**src/rtl/writeback_queue_if.sv**
```systemverilog
// Bank write-back bus: producer handshake, bank write port, occupancy and
// bypass lookup signals for writeback_queue.
// master = producer / bank-side environment, slave = the queue itself.
interface writeback_queue_if #(
    parameter int DEPTH = 4,
    parameter int AW    = 5,
    parameter int DW    = 32
);
    localparam int CW = $clog2(DEPTH) + 1;

    // producer handshake
    logic          in_valid;
    logic          in_ready;
    logic [AW-1:0] in_reg;
    logic [DW-1:0] in_data;

    // bank side
    logic          hold;
    logic [AW-1:0] WriteRegister;
    logic [DW-1:0] WriteData;
    logic          enesc;

    // occupancy
    logic [CW-1:0] count;

    // bypass lookup
    logic [AW-1:0] lookup_reg1;
    logic [AW-1:0] lookup_reg2;
    logic          hit1;
    logic          hit2;
    logic [DW-1:0] fwd1;
    logic [DW-1:0] fwd2;

    modport master (
        output in_valid, in_reg, in_data, hold, lookup_reg1, lookup_reg2,
        input  in_ready, WriteRegister, WriteData, enesc, count,
               hit1, hit2, fwd1, fwd2
    );

    modport slave (
        input  in_valid, in_reg, in_data, hold, lookup_reg1, lookup_reg2,
        output in_ready, WriteRegister, WriteData, enesc, count,
               hit1, hit2, fwd1, fwd2
    );
endinterface

```
**src/rtl/writeback_queue.sv**
```systemverilog
// writeback_queue: in-order FIFO between the execute/memory result producers
// and the register bank write port. Drains at most one entry per cycle onto
// registered WriteRegister/WriteData/enesc, unless the bank asserts hold.
// Writes to register 0 complete the handshake but are discarded.
// Optional feature macro: WBQ_BYPASS_EN -- combinational lookup of the
// youngest still-queued value for two register indices.
module writeback_queue #(
    parameter int DEPTH = 4,
    parameter int AW    = 5,
    parameter int DW    = 32
) (
    input logic              clk,
    input logic              rst,
    writeback_queue_if.slave bus
);
    localparam int PW = $clog2(DEPTH);
    localparam int CW = PW + 1;

    logic [AW-1:0] regMem  [DEPTH];
    logic [DW-1:0] dataMem [DEPTH];
    logic [PW-1:0] rdPtr;
    logic [PW-1:0] wrPtr;
    logic [CW-1:0] cnt;

    logic full;
    logic doPush;
    logic doStore;
    logic doDrain;

    // Full is judged on the pre-edge count only, so a drain on the same edge
    // never lets a new entry pass through a full queue.
    assign full         = (cnt == CW'(DEPTH));
    assign bus.in_ready = !full && !rst;
    assign doPush       = bus.in_valid && bus.in_ready;
    assign doStore      = doPush && (bus.in_reg != '0);
    // Head must already be resident: an entry pushed this edge is not visible in cnt yet.
    assign doDrain      = (cnt != '0) && !bus.hold;
    assign bus.count    = cnt;

    // Pointer and occupancy bookkeeping.
    // NOTE: sequential state uses non-blocking assignments so every register samples pre-edge values.
    always_ff @(posedge clk) begin
        if (rst) begin
            rdPtr <= '0;
            wrPtr <= '0;
            cnt   <= '0;
        end else begin
            if (doStore) wrPtr <= wrPtr + PW'(1);
            if (doDrain) rdPtr <= rdPtr + PW'(1);
            unique case ({doStore, doDrain})
                2'b10:   cnt <= cnt + CW'(1);
                2'b01:   cnt <= cnt - CW'(1);
                default: ;
            endcase
        end
    end

    // Entry storage written at the tail.
    // NOTE: storage is not reset; occupancy and pointers define which entries are meaningful.
    always_ff @(posedge clk) begin
        if (doStore) begin
            regMem[wrPtr]  <= bus.in_reg;
            dataMem[wrPtr] <= bus.in_data;
        end
    end

    // Registered bank write port: one-cycle enable pulse per drained entry.
    always_ff @(posedge clk) begin
        if (rst) begin
            bus.enesc         <= 1'b0;
            bus.WriteRegister <= '0;
            bus.WriteData     <= '0;
        end else if (doDrain) begin
            bus.enesc         <= 1'b1;
            bus.WriteRegister <= regMem[rdPtr];
            bus.WriteData     <= dataMem[rdPtr];
        end else begin
            bus.enesc         <= 1'b0;
        end
    end

`ifdef WBQ_BYPASS_EN
    // Bypass lookup: scan oldest to youngest so the last match is the youngest value.
    // The entry on the write port has already left the queue and is not considered.
    // NOTE: every output gets a default first so no path through the loop infers a latch.
    always_comb begin
        bus.hit1 = 1'b0;
        bus.hit2 = 1'b0;
        bus.fwd1 = '0;
        bus.fwd2 = '0;
        if (!rst) begin
            for (int i = 0; i < DEPTH; i++) begin
                if (CW'(i) < cnt) begin
                    if (bus.lookup_reg1 != '0 && regMem[rdPtr + PW'(i)] == bus.lookup_reg1) begin
                        bus.hit1 = 1'b1;
                        bus.fwd1 = dataMem[rdPtr + PW'(i)];
                    end
                    if (bus.lookup_reg2 != '0 && regMem[rdPtr + PW'(i)] == bus.lookup_reg2) begin
                        bus.hit2 = 1'b1;
                        bus.fwd2 = dataMem[rdPtr + PW'(i)];
                    end
                end
            end
        end
    end
`else
    // Bypass disabled: lookup ports exist but never report a hit.
    assign bus.hit1 = 1'b0;
    assign bus.hit2 = 1'b0;
    assign bus.fwd1 = '0;
    assign bus.fwd2 = '0;
`endif

endmodule

```
**src/flat_wrapper.sv**
```systemverilog
// flat-port wrapper written by rule: the top's interface ports become plain ports
module writeback_queue_flat 
#(
    parameter int DEPTH = 4,
    parameter int AW    = 5,
    parameter int DW    = 32
)
  (clk, rst, bus_in_valid, bus_in_reg, bus_in_data, bus_hold, bus_lookup_reg1, bus_lookup_reg2, bus_in_ready, bus_WriteRegister, bus_WriteData, bus_enesc, bus_count, bus_hit1, bus_hit2, bus_fwd1, bus_fwd2);
  writeback_queue_if #(.DEPTH(DEPTH), .AW(AW), .DW(DW)) bus_i ();
  input logic clk;
  input logic rst;
  input wire logic [$bits(bus_i.in_valid)-1:0] bus_in_valid;
  input wire logic [$bits(bus_i.in_reg)-1:0] bus_in_reg;
  input wire logic [$bits(bus_i.in_data)-1:0] bus_in_data;
  input wire logic [$bits(bus_i.hold)-1:0] bus_hold;
  input wire logic [$bits(bus_i.lookup_reg1)-1:0] bus_lookup_reg1;
  input wire logic [$bits(bus_i.lookup_reg2)-1:0] bus_lookup_reg2;
  output wire logic [$bits(bus_i.in_ready)-1:0] bus_in_ready;
  output wire logic [$bits(bus_i.WriteRegister)-1:0] bus_WriteRegister;
  output wire logic [$bits(bus_i.WriteData)-1:0] bus_WriteData;
  output wire logic [$bits(bus_i.enesc)-1:0] bus_enesc;
  output wire logic [$bits(bus_i.count)-1:0] bus_count;
  output wire logic [$bits(bus_i.hit1)-1:0] bus_hit1;
  output wire logic [$bits(bus_i.hit2)-1:0] bus_hit2;
  output wire logic [$bits(bus_i.fwd1)-1:0] bus_fwd1;
  output wire logic [$bits(bus_i.fwd2)-1:0] bus_fwd2;
  assign bus_i.in_valid = bus_in_valid;
  assign bus_i.in_reg = bus_in_reg;
  assign bus_i.in_data = bus_in_data;
  assign bus_i.hold = bus_hold;
  assign bus_i.lookup_reg1 = bus_lookup_reg1;
  assign bus_i.lookup_reg2 = bus_lookup_reg2;
  assign bus_in_ready = bus_i.in_ready;
  assign bus_WriteRegister = bus_i.WriteRegister;
  assign bus_WriteData = bus_i.WriteData;
  assign bus_enesc = bus_i.enesc;
  assign bus_count = bus_i.count;
  assign bus_hit1 = bus_i.hit1;
  assign bus_hit2 = bus_i.hit2;
  assign bus_fwd1 = bus_i.fwd1;
  assign bus_fwd2 = bus_i.fwd2;
  writeback_queue #(.DEPTH(DEPTH), .AW(AW), .DW(DW)) u_core (.clk(clk), .rst(rst), .bus(bus_i));
endmodule
```
**config.mk**
```make
export PLATFORM = sky130hd
export DESIGN_NAME = writeback_queue_flat
export DESIGN_NICKNAME = d
export VERILOG_FILES = /design/src/rtl/writeback_queue_if.sv /design/src/rtl/writeback_queue.sv /design/src/flat_wrapper.sv
export SDC_FILE = /design/constraint.sdc
export NUM_CORES = 1
export LEC_CHECK = 0
export CORE_MARGIN = 2
export CORE_UTILIZATION = 54
export DETAILED_ROUTE_END_ITERATION = 7
export GPL_TIMING_DRIVEN = 0
export HOLD_SLACK_MARGIN = 0.1
export PLACE_DENSITY_LB_ADDON = 0.2
export SYNTH_ARGS = -nofsm -noshare
export SYNTH_HDL_FRONTEND = slang
export SYNTH_SLANG_ARGS = --single-unit
```
**constraint.sdc**
```tcl
create_clock -name clk -period 4.38 [get_ports clk]
set_clock_uncertainty 0.15 [all_clocks]
set_input_delay 0.438 -clock clk [delete_from_list [all_inputs] [get_ports clk]]
set_output_delay 0.438 -clock clk [all_outputs]
set_load 0.05 [all_outputs]
```
After elaboration in Yosys (flattened, before gate mapping)

Memories as Yosys holds them, arrays and structs flattened. A register that Yosys moved wholly into a read port is not among the register bits.
Cells that the tools add are included.

Register bits after elaboration: 8
RAM bits: 148
Input port bits: 51
Memories: 2

Add/sub/neg operators: 4
Eq/ne operators: 3
Multiplexer cells: 4
Reductions and logical operators: 10

Memories:

| name           | words | bits a word | rd ports | clocked after memory_dff | wr ports | RTL line              | source |
|---|---|---|---|---|---|---|---|
| u_core.dataMem | 4     | 32          | 1        | 1                        | 1        | writeback_queue.sv:20 | `logic [DW-1:0] dataMem [DEPTH];` |
| u_core.regMem  | 4     | 5           | 1        | 1                        | 1        | writeback_queue.sv:19 | `logic [AW-1:0] regMem [DEPTH];` |

Operators by type and width:

| kind                                              | number |
|---|---|
| one-hot mux 3 bit (2 select lines)                | 1 |
| nonzero test 5 bit                                | 1 |
| adder 2 x 1 -> 2 bit (second input constant)      | 2 |
| logical AND 1 bit                                 | 4 |
| adder 3 x 1 -> 3 bit (second input constant)      | 1 |
| == test 3 bit (second input constant)             | 1 |
| zero test 1 bit                                   | 3 |
| 2-to-1 mux 1 bit                                  | 3 |
| nonzero test 3 bit                                | 1 |
| subtractor 3 x 1 -> 3 bit (second input constant) | 1 |
| == test 2 x 1 -> 1 bit (second input constant)    | 1 |
| == test 2 bit (second input constant)             | 1 |
| nonzero test 2 bit                                | 1 |

Longest topological paths before layout

Gate-level depths: netlist (run 1).

Depth after elaboration: 7
Mapped depth: 10

Least setup slack after synthesis (run 1)

No wires, ideal clock.

Path type: register to register
Start point: register u_core.cnt[1], in the netlist u_core.bus.count[1]
End point: register u_core.cnt[2], in the netlist u_core.bus.count[2]
Library setup time: 70 ps
Data arrival time: 3040 ps
Required time: 4160 ps
Path slack: 1120 ps
Stages on the path, launching flop included: 11
Path buffers: 0
Clock period less this slack: 3260 ps
Cell sequence: dfxtp_1 -> inv_1 -> a31oi_1 -> o211a_4 -> inv_1 -> ha_1 -> inv_1 -> fa_1 -> xor2_1 -> or3_1 -> a21oi_1

Cells in the longest elaborated chain, start to end: 7
Elaborated cells between the ends (all ways): 13

RTL lines:

| what                                                                            | RTL line              | source |
|---|---|---|
| from (decl)                                                                     | writeback_queue.sv:23 | `logic [CW-1:0] cnt;` |
| from (signal assigned)                                                          | writeback_queue.sv:51 | `2'b10: cnt <= cnt + CW'(1);` |
| from (signal assigned)                                                          | writeback_queue.sv:52 | `2'b01: cnt <= cnt - CW'(1);` |
| == test 3 bit *                                                                 | writeback_queue.sv:32 | `assign full = (cnt == CW'(DEPTH));` |
| zero test 1 bit *                                                               | writeback_queue.sv:33 | `assign bus.in_ready = !full && !rst;` |
| logical AND 1 bit *                                                             | writeback_queue.sv:33 |  |
| via bus_in_ready                                                                | flat_wrapper.sv:18    | `output wire logic [$bits(bus_i.in_ready)-1:0] bus_in_ready;` |
| logical AND 1 bit *                                                             | writeback_queue.sv:34 | `assign doPush = bus.in_valid && bus.in_ready;` |
| logical AND 1 bit *                                                             | writeback_queue.sv:35 | `assign doStore = doPush && (bus.in_reg != '0);` |
| == test 2 x 1 -> 1 bit / == test 2 bit (equally long branches)                  | writeback_queue.sv:50 | `unique case ({doStore, doDrain})` |
| one-hot mux 3 bit (2 select lines) / nonzero test 2 bit (equally long branches) | -                     |  |

The timed path passes the listed nets; every way through them passes the cells marked *.
A chain may end at the register's enable or synchronous reset.

Final worst setup path (run 1)

Start point: input bus_in_reg[0]
End point: register u_core.cnt[2], in the netlist u_core.bus.count[2]

Cells in the longest elaborated chain, start to end: 4
Elaborated cells between the ends (all ways): 6

RTL lines:

| what                                                                            | RTL line              | source |
|---|---|---|
| from (decl)                                                                     | flat_wrapper.sv:13    | `input wire logic [$bits(bus_i.in_reg)-1:0] bus_in_reg;` |
| nonzero test 5 bit *                                                            | writeback_queue.sv:35 |  |
| logical AND 1 bit *                                                             | writeback_queue.sv:35 |  |
| == test 2 x 1 -> 1 bit / == test 2 bit (equally long branches)                  | writeback_queue.sv:50 |  |
| one-hot mux 3 bit (2 select lines) / nonzero test 2 bit (equally long branches) | -                     |  |

Mark *: on every way between the ends. The rest lies on a longest branch, timed or not.

==> results of run 1 <==
## critical path, stage by stage
cell and delay (ns):
sky130_fd_sc_hd__clkdlybuf4s50_1 0.51, sky130_fd_sc_hd__or4_4 0.57, sky130_fd_sc_hd__o211a_4 0.28, sky130_fd_sc_hd__inv_1 0.07, sky130_fd_sc_hd__ha_1 0.19, sky130_fd_sc_hd__inv_1 0.06
sky130_fd_sc_hd__fa_1 0.37, sky130_fd_sc_hd__xor2_1 0.16, sky130_fd_sc_hd__or3_1 0.32, sky130_fd_sc_hd__a21oi_1 0.15
## kinds of logic after synthesis
family                     count (synthesis)  synth area share
AOI/OAI and AO/OA                         42           0.04900
xor gates and xnor gates                   4          0.004731
adders and majority gates                  6           0.01115
buffers and inverters                     88           0.08160
DFF                                      193            0.7217
muxes                                     39            0.1159
other                                      1         0.0005064
and+or+nand+nor                           18           0.01538
## sequential cells by signal, indices dropped and copies added, names as in the netlist
name,cells
u_core.bus.WriteRegister,5
u_core.dataMem,128
u_core.bus.enesc,1
u_core.bus.count,3
u_core.wrPtr,2
u_core.bus.WriteData,32
u_core.regMem,20
u_core.rdPtr,2
## power breakdown
group / switching (W) / internal [W]
clock network: 0.000624 / 0.000950
logic: 0.000908 / 0.000599
registers: 0.0000860 / 0.00217
total: 0.00162 / 0.00372
## metrics by stage
stage | hold WS, ns | utilization
3_3_place_gp | 0.3102 | 0.6529
6_report | 0.1921 | 0.6984
5_1_grt | 0.1879 | 0.6984
2_1_floorplan | 0.3250 | -
3_5_place_dp | 0.3154 | 0.6529
4_1_cts | 0.1797 | 0.6984
## layout make-up
class | instances | area [um^2]
multi-input combinational | 175 | 1700
clock inverter | 12 | 167.7
tap | 176 | 220.2
sequential | 193 | 5345
buffer | 82 | 581.8
timing repair buffer | 81 | 810.8
clock buffer | 20 | 436.7
fill | 911 | 4010
inverter | 6 | 22.52
## worst max-delay path by stage
stage          cells past startpoint  slack [ns]                             start                               end
2_1_floorplan                     10        1.12  u_core.bus.count[1]$_SDFFE_PP0P_  u_core.bus.count[2]$_SDFFE_PP0P_
3_3_place_gp                      10        1.16                     bus_in_reg[0]  u_core.bus.count[2]$_SDFFE_PP0P_
3_5_place_dp                      10        1.05                     bus_in_reg[0]  u_core.bus.count[2]$_SDFFE_PP0P_
4_1_cts                           10        1.50                     bus_in_reg[0]  u_core.bus.count[2]$_SDFFE_PP0P_
5_1_grt                           10        1.36                     bus_in_reg[0]  u_core.bus.count[2]$_SDFFE_PP0P_
6_report                          10        1.47                     bus_in_reg[0]  u_core.bus.count[2]$_SDFFE_PP0P_
## per-layer routing
| layer | track usage | share of wire | vias to the layer above |
|---|---|---|---|
| li1 | - | - | 1725 |
| met1 | 0.2303 | 0.39 | 1850 |
| met2 | 0.3114 | 0.52 | 130 |
| met3 | 0.05028 | 0.071 | 19 |
| met4 | 0.08358 | 0.018 | 0 |
| met5 | 0 | 0 | - |
## placed cells by master (no fill, tap or decap), drive strengths merged
master and count:
a21oi 2, a22o 37, a31oi 1, and2 4, buf 80, bufinv 4, clkbuf 22, clkdlybuf4s50 81
clkinv 6, clkinvlp 2, conb 66, dfxtp 45, edfxtp 148, fa 1, ha 5, inv 6
mux2 1, mux2i 1, mux4 37, nand2b 1, nor2 8, nor3 2, nor3b 1, o211a 1
o21ai 1, or3 1, or4 1, xnor2 2, xor2 2
==> flow_summary.yaml, run 1 <==
run_status:
  status: "finished clean"
place:
  place_inst: 713
  globalplace.congestion: 0.6611
  numPortBuffers: 81
  dp_slack_ns: 1.048
  placed_area_mm2: 0.008681
  dp_hpwl_um: 7994
sta:
  postLayoutSetupSlackWorst_ns: 1.469
  fin_crit_sh: 0.6646
  worst_slew_pin_slew_ns: 1.083
  worst_slew_margin_rel: 0.2781
  rsz_0062_raised_after_global_routing: "false"
  maxSlewViolCount: 0
  post-route-min-period_ns: 2.911
  fmaxAchievable_ghz: 0.3435
  setup-violations-final: 0
  final-hold-violation-count: 0
  finalSetupTns_ns: 0
global_route:
  grt_pass1_wl_um: 19750
  initial_antenna_violation_count: 0
  grt_start_max_net_pins: 38
  first_global_vias: 3749
  globalRoute.totalOverflow: 0
  gr-usage-all-layers: 0.1871
floorplan:
  die-width_um: 121.1
  rows: 42
  die_area_mm2: 0.01467
  floorplan.io_pins: 159
  die_height_um: 121.1
  initial_utilization: 0.5570
  area_inside_the_core_boundary_mm2: 0.01330
routing:
  antenna_violating_nets_post_route: 0
  wirelength_um: 12810
  route.detailed.drc: 0
  vias: 3724
  drt-vias-per-instance: 4.999
  drt-wirelength-per-cell_um: 17.20
  drtIter0Drc: 253
  drt-pass1-iter-count: 4
cts:
  cts.reportedPaths.clkPinSlew_ns: 0.06
  tritoncts.num_buffers: 17
  cts_resized: 0
  tritoncts_clock_tree: "yes"
  post_cts_buffers: 0
  cts.htree.levels: 4
  clock_latency_ns: 0.43
  cts.sinks: 193
  root_buffer: "sky130_fd_sc_hd__clkbuf_16"
  clk_path_buf_depth: 2
  cts_hold_repair.buffers: 0
cells_and_area:
  flow.area_growth_from_synthesis_pct: 25.38
  num_antenna_cells: 0
  fraction_of_layout_instances_using_a_drive_strength_above_1: 0.2707
  final_area_mm2: 0.009285
  layout.cells.non_filler: 745
  design.final.nets: 613
min_path:
  min_to: "u_core.bus.count[0]$_SDFFE_PP0P_"
  hold_path.startpoint: "rst"
  worst_hold_path.num_cells: 2
  holdCritPathClass: "in2reg"
synth:
  synth_edf_count: 148
  synth_warnings: 0
  synthTopCellsByArea: "sky130_fd_sc_hd__edfxtp_1 (60%), sky130_fd_sc_hd__dfxtp_1 (12%), sky130_fd_sc_hd__mux4_2 (11%)"
  postSynthAreaPerCell_um2: 18.94
  post-synth-top-area-cell: "sky130_fd_sc_hd__edfxtp_1"
  share_of_flip_flops_with_an_asynchronous_set_or_reset: 0
  synthDominantCellAreaShare: 0.6001
  ys_seq_area_frac: 0.7217
  synth_cells: 391
  netlist_top_cells_count: "sky130_fd_sc_hd__edfxtp_1 (148), sky130_fd_sc_hd__buf_4 (67), sky130_fd_sc_hd__dfxtp_1 (45), sky130_fd_sc_hd__a22o_1 (37), sky130_fd_sc_hd__mux4_2 (37)"
  postSynthRegisterBits: 193
  mappedNetlistArea_mm2: 0.007406
  synth_ff_type: "sky130_fd_sc_hd__edfxtp_1"
  yosys.cell_types.count: 29
  synthMostInstantiatedCell: "sky130_fd_sc_hd__edfxtp_1"
setup_path:
  timing_worst_setup_path_type: "in2reg"
  rr_worst_depth: 4
  setup.worst_path.start_class: "input port"
  crit_path_max_fanout: 7
  reg2reg_slack_ns: 1.92
  endpoint_kind: "flop"
  worstPathRequired_ns: 4.58
  worstReg2RegStart: "u_core.bus.count[0]$_SDFFE_PP0P_"
  r2r_end: "u_core.dataMem[2][24]$_DFFE_PP_"
  arrival_time_reported_for_the_critical_path_endpoint_ns: 3.12
flow_run:
  max_cap_violations: 0
pwr:
  leakage_nw: 3.385
  power_per_cell_area_mw_per_mm2: 574.4
  totalPowerFinal_w: 0.005334
  max-vdd-ir-drop_mv: 0.3416
No activity file was read; power rests on OpenSTA's default activity.
==> inputs of run 2 (changes only) <==
--- a/config.mk
+++ b/config.mk
@@ -6,7 +6,7 @@
 export NUM_CORES = 1
 export LEC_CHECK = 0
 export CORE_MARGIN = 2
-export CORE_UTILIZATION = 54
+export CORE_UTILIZATION = 46
 export DETAILED_ROUTE_END_ITERATION = 7
 export GPL_TIMING_DRIVEN = 0
 export HOLD_SLACK_MARGIN = 0.1
==> constraint.sdc (replaced) <==
create_clock -name clk -period 2.6 [get_ports clk]
set_clock_uncertainty 0.15 [all_clocks]
set_input_delay 0.26 -clock clk [delete_from_list [all_inputs] [get_ports clk]]
set_output_delay 0.26 -clock clk [all_outputs]
set_load 0.05 [all_outputs]
==> run 2 against run 1 <==
Total power is 70% higher. Final cell count is 5.6% higher. Sequential power is 69% higher. Register-to-register slack worse by 1.7 ns.
==> flow_summary.yaml, run 2 (synthesized netlist as in run 1, its figures left out) <==
cts:
  cts.htree.levels: 4
  post_cts_buffers: 0
  cts.reportedPaths.clkPinSlew_ns: 0.06
  clk_path_buf_depth: 2
  clock_latency_ns: 0.43
  tritoncts_clock_tree: "yes"
  root_buffer: "sky130_fd_sc_hd__clkbuf_16"
  tritoncts.num_buffers: 17
  cts.sinks: 193
setup_path:
  arrival_time_reported_for_the_critical_path_endpoint_ns: 2.67
  worstPathRequired_ns: 2.80
  timing_worst_setup_path_type: "in2reg"
  endpoint_kind: "flop"
  critical-path-slowest-cell: "sky130_fd_sc_hd__or4_4"
  crit_path_max_fanout: 7
  crit_chain: "dlygate4sd2_1, or4_4, o211a_4, inv_1, ha_1, inv_1, fa_1, xor2_1, or3_1, a21oi_1"
  delay_contributed_by_the_slowest_stage_of_the_critical_path_ns: 0.56
  setup.worst_path.start_class: "input port"
  timing.critical_path.mode_cell: "sky130_fd_sc_hd__inv_1"
floorplan:
  die-width_um: 130.9
  area_inside_the_core_boundary_mm2: 0.01583
  die_area_mm2: 0.01713
  rows: 46
  initial_utilization: 0.4679
  floorplan.io_pins: 159
  die_height_um: 130.9
global_route:
  grt_pass1_wl_um: 19330
  first_global_vias: 3549
  grt_start_max_net_pins: 38
  initial_antenna_violation_count: 0
  globalRoute.totalOverflow: 0
  gr-usage-all-layers: 0.1591
sta:
  setup-violations-final: 0
  worst_slew_pin_slew_ns: 1.086
  rsz_0062_raised_after_global_routing: "false"
  maxSlewViolCount: 0
  worst_slew_margin_rel: 0.2761
  post-route-min-period_ns: 2.466
  fmaxAchievable_ghz: 0.4055
  fin_crit_sh: 0.9486
  finalSetupTns_ns: 0
  final-hold-violation-count: 0
place:
  numPortBuffers: 81
  globalplace.congestion: 0.6517
  dp_hpwl_um: 7971
cells_and_area:
  design.final.nets: 615
  final_cell_mix: "sky130_fd_sc_hd__edfxtp_1 (148), sky130_fd_sc_hd__clkdlybuf4s50_1 (77), sky130_fd_sc_hd__buf_4 (67), sky130_fd_sc_hd__conb_1 (66), sky130_fd_sc_hd__dfxtp_1 (42)"
  max_flop_register: "u_core.dataMem"
  mostFrequentLayoutCell: "sky130_fd_sc_hd__edfxtp_1"
  largest_registers: "u_core.dataMem x128, u_core.bus.WriteData x32, u_core.regMem x20"
  fraction_of_layout_instances_using_a_drive_strength_above_1: 0.2802
  num_antenna_cells: 0
  fin_util: 0.5936
  largest_register_ffs: 128
  flow.area_growth_from_synthesis_pct: 26.86
routing:
  wl_met1_um: 5532
  routed-wl-met2_um: 6462
  route.detailed.drc: 0
  wirelength_um: 12880
  vias: 3715
  top_layer: "met4"
  antenna_violating_nets_post_route: 0
  drt-wirelength-per-cell_um: 16.37
  drtIter0Drc: 196
  met3RoutedLength_um: 656
  drt-vias-per-instance: 4.720
  drt-pass1-iter-count: 4
pwr:
  max-vdd-ir-drop_mv: 0.6817
  totalPowerFinal_w: 0.009050
  leakage_nw: 3.419
  power_per_cell_area_mw_per_mm2: 963.2
flow_run:
  max_cap_violations: 0
min_path:
  holdCritPathClass: "in2reg"
run_status:
  status: "finished clean"
==> run 2: worst max-delay path: cells and delay by family <==
kind | cells | cell delay [ns]
AO/OA/AOI/OAI | 2 | 0.41
buffers and inverters | 3 | 0.42
AND/OR/NAND/NOR | 2 | 0.86
adder cells (fa/ha/maj) | 2 | 0.55
XOR/XNOR | 1 | 0.16
==> run 2: layout make-up <==
type / instances / area, um^2
Fill cell: 1202 / 6432
Buffer: 82 / 581.8
Clock inverter: 14 / 187.7
Sequential cell: 193 / 5349
Multi-Input combinational cell: 175 / 1715
Inverter: 6 / 22.52
Timing Repair Buffer: 83 / 829.5
Clock buffer: 18 / 439.2
Tap cell: 216 / 270.3
==> run 2: metal layers <==
metal	vias to the layer above	global-route usage
li1	1738	-
met1	1854	0.2060
met4	0	0.06758
met5	-	0
met3	17	0.03827
met2	106	0.2598
==> run 2: where the power goes <==
part	switching (W)	internal, W	total (W)
clock network	0.00108	0.00163	0.00271
logic	0.00152	0.00101	0.00253
registers	0.000152	0.00365	0.00381
total	0.00275	0.00629	0.00905
==> run 2: per-stage QoR <==
| stage | hold WS (ns) | instance area [um^2] | cells | setup WS (ns) |
|---|---|---|---|---|
| after floorplan | 0.2089 | 7669 | 456 | 0.07671 |
| after global placement | 0.3100 | 8750 | 753 | -0.4710 |
| after detailed placement | 0.3139 | 8750 | 753 | -0.5325 |
| after CTS | 0.1088 | 9383 | 786 | 0.07276 |
| after global routing | 0.1083 | 9395 | 787 | 0.03911 |
| final | 0.1376 | 9395 | 787 | 0.1336 |
==> run 2: final timing paths <==
check,from,endpoint,slack (ns),cells past startpoint
worst max-delay path,bus_in_reg[0],u_core.bus.count[2]$_SDFFE_PP0P_,0.13,10
worst min-delay path,bus_in_reg[3],u_core.regMem[0][3]$_DFFE_PP_,0.14,1
worst max register to register,u_core.bus.count[2]$_SDFFE_PP0P_,u_core.bus.count[2]$_SDFFE_PP0P_,0.23,8
worst min register to register,u_core.bus.WriteData[17]$_SDFFE_PP0P_,u_core.bus.WriteData[17]$_SDFFE_PP0P_,0.33,1
==> run 2: what timing repair did <==
item / in CTS / in global routing
hold buffers: 1 / 1
resized for setup: 3 / 1
endpoints found under the setup margin: 1 / 1
endpoints found under the hold margin: 5 / 4
==> inputs of run 3 (changes only) <==
--- a/config.mk
+++ b/config.mk
@@ -5,6 +5,7 @@
 export SDC_FILE = /design/constraint.sdc
 export NUM_CORES = 1
 export LEC_CHECK = 0
+export CAP_MARGIN = 20
 export CORE_MARGIN = 2
 export CORE_UTILIZATION = 46
 export DETAILED_ROUTE_END_ITERATION = 7
==> run 3 against run 2 <==
Critical path type unchanged. Clock power is essentially flat. Total power is essentially flat. Critical endpoint unchanged. Cell area grew 0.43%. Setup slack gained 0.0093 ns. Final cell count grew 0.25%. Non-clock buffer count grew 2. Highest routed layer unchanged. Fmax grew 0.38%. Global-route usage is the same. First-iteration DRC count grew 2.6%. Register-to-register slack is essentially flat. Via count is essentially flat.
==> flow_summary.yaml, run 3 (synthesized netlist as in run 1, its figures left out) <==
run_status:
  status: "finished clean"
cts:
  post_cts_buffers: 0
  tritoncts.num_buffers: 17
  clock_latency_ns: 0.42
  cts.htree.levels: 4
  clk_path_buf_depth: 2
  cts.sinks: 193
  cts.reportedPaths.clkPinSlew_ns: 0.06
  tritoncts_clock_tree: "yes"
  root_buffer: "sky130_fd_sc_hd__clkbuf_16"
setup_path:
  critPathTopFamily: "simple AND/OR/NAND/NOR gates"
  crit_path_max_fanout: 7
  timing.critical_path.mode_cell: "sky130_fd_sc_hd__inv_1"
  reg2reg_slack_ns: 0.23
  path_buf_inv: 3
  crit_chain: "dlygate4sd2_1, or4_4, o211a_4, inv_1, ha_1, inv_1, fa_1, xor2_1, or3_1, a21oi_1"
  critical-path-slowest-cell: "sky130_fd_sc_hd__or4_4"
  delay_contributed_by_the_slowest_stage_of_the_critical_path_ns: 0.55
  rr_worst_depth: 8
  worstReg2RegStart: "u_core.bus.count[2]$_SDFFE_PP0P_"
  setup.worst_path.start_class: "input port"
  r2r_end: "u_core.bus.count[2]$_SDFFE_PP0P_"
  timing_worst_setup_path_type: "in2reg"
  arrival_time_reported_for_the_critical_path_endpoint_ns: 2.66
  worstPathRequired_ns: 2.80
  endpoint_kind: "flop"
cells_and_area:
  fin_util: 0.5961
  final_cell_mix: "sky130_fd_sc_hd__edfxtp_1 (148), sky130_fd_sc_hd__clkdlybuf4s50_1 (77), sky130_fd_sc_hd__buf_4 (67), sky130_fd_sc_hd__conb_1 (66), sky130_fd_sc_hd__dfxtp_1 (42)"
  flow.area_growth_from_synthesis_pct: 27.40
  fraction_of_layout_instances_using_a_drive_strength_above_1: 0.2827
  max_flop_register: "u_core.dataMem"
  largest_registers: "u_core.dataMem x128, u_core.bus.WriteData x32, u_core.regMem x20"
  mostFrequentLayoutCell: "sky130_fd_sc_hd__edfxtp_1"
  largest_register_ffs: 128
  num_antenna_cells: 0
  design.final.nets: 617
routing:
  route.detailed.drc: 0
  wirelength_um: 12950
  drt-wirelength-per-cell_um: 16.41
  antenna_violating_nets_post_route: 0
  drt-vias-per-instance: 4.711
  drtIter0Drc: 201
  vias: 3717
  drt-pass1-iter-count: 4
sta:
  worst_slew_pin_slew_ns: 1.083
  setup-violations-final: 0
  rsz_0062_raised_after_global_routing: "false"
  maxSlewViolCount: 0
  final-hold-violation-count: 0
  fin_crit_sh: 0.9451
  worst_slew_margin_rel: 0.2780
  fmaxAchievable_ghz: 0.4070
  fin_hold_ws_ns: 0.1462
  post-route-min-period_ns: 2.457
place:
  dp_hpwl_um: 7971
  numPortBuffers: 81
  globalplace.congestion: 0.6517
pwr:
  max-vdd-ir-drop_mv: 0.6765
  power_per_cell_area_mw_per_mm2: 958.9
  leakage_nw: 3.436
global_route:
  initial_antenna_violation_count: 0
  gr-usage-all-layers: 0.1591
  grt_start_max_net_pins: 38
  grt_pass1_wl_um: 19330
  first_global_vias: 3549
  globalRoute.totalOverflow: 0
floorplan:
  initial_utilization: 0.4679
  die_area_mm2: 0.01713
  area_inside_the_core_boundary_mm2: 0.01583
  floorplan.io_pins: 159
  die-width_um: 130.9
  rows: 46
  die_height_um: 130.9
min_path:
  min_to: "u_core.regMem[2][3]$_DFFE_PP_"
  hold_path.startpoint: "bus_in_reg[3]"
  worst_hold_path.num_cells: 1
  holdCritPathClass: "in2reg"
flow_run:
  max_cap_violations: 0
[run 3: cell count changes in the layout (fill, tap and decap cells not counted), sizes merged]
cell,before,now
buf,80,82
[run 3: power breakdown]
part	switching, W	leakage (nW)	internal [W]	total [W]
Sequential	0.000151	1.71	0.00365	0.00380
Clock	0.00107	0.301	0.00163	0.00270
Combinational	0.00152	1.42	0.00102	0.00254
Total	0.00275	3.44	0.00630	0.00905
[run 3: what timing repair did]
item	in CTS	in global routing
hold buffers	1	1
endpoints found under the hold margin	5	4
resized for setup	3	1
endpoints found under the setup margin	1	1
pin swaps	0	0
[run 3: through the flow]
stage               total power, W  area [um^2]  setup TNS [ns]  cells  worst slack [ns]
finish                    0.009048         9435               0    789            0.1429
global route              0.009447         9435               0    789           0.03911
CTS                       0.009147         9383               0    786           0.07276
detailed placement        0.006442         8750          -26.24    753           -0.5325
global placement          0.006412         8750          -24.39    753           -0.4710
floorplan                 0.005735         7669               0    456           0.07671
[run 3: worst max path at each step]
stage / from / endpoint / cells after the start
2_1_floorplan: u_core.bus.count[1]$_SDFFE_PP0P_ / u_core.bus.count[2]$_SDFFE_PP0P_ / 10
3_3_place_gp: bus_in_reg[0] / u_core.bus.count[2]$_SDFFE_PP0P_ / 10
3_5_place_dp: bus_in_reg[0] / u_core.bus.count[2]$_SDFFE_PP0P_ / 10
4_1_cts: bus_in_reg[4] / u_core.bus.count[2]$_SDFFE_PP0P_ / 10
5_1_grt: bus_in_reg[0] / u_core.bus.count[2]$_SDFFE_PP0P_ / 10
6_report: bus_in_reg[0] / u_core.bus.count[2]$_SDFFE_PP0P_ / 10
[run 3: layer usage]
layer  routed length (um)  vias to the layer above  global-route usage
met5                    0                        -                   0
met4                  126                        0             0.06758
met3                  733                       12             0.03827
met2                 6488                      119              0.2598
met1                 5602                     1846              0.2060
li1                     -                     1740                   -
[run 3: layout make-up]
type | count | area (um^2)
clock buffers | 18 | 439.2
inverters | 6 | 22.52
well taps | 216 | 270.3
repair buffers | 85 | 869.6
flip-flops and latches | 193 | 5349
multi-input cells | 175 | 1715
plain buffers | 82 | 581.8
clock inverters | 14 | 187.7
fillers | 1200 | 6392
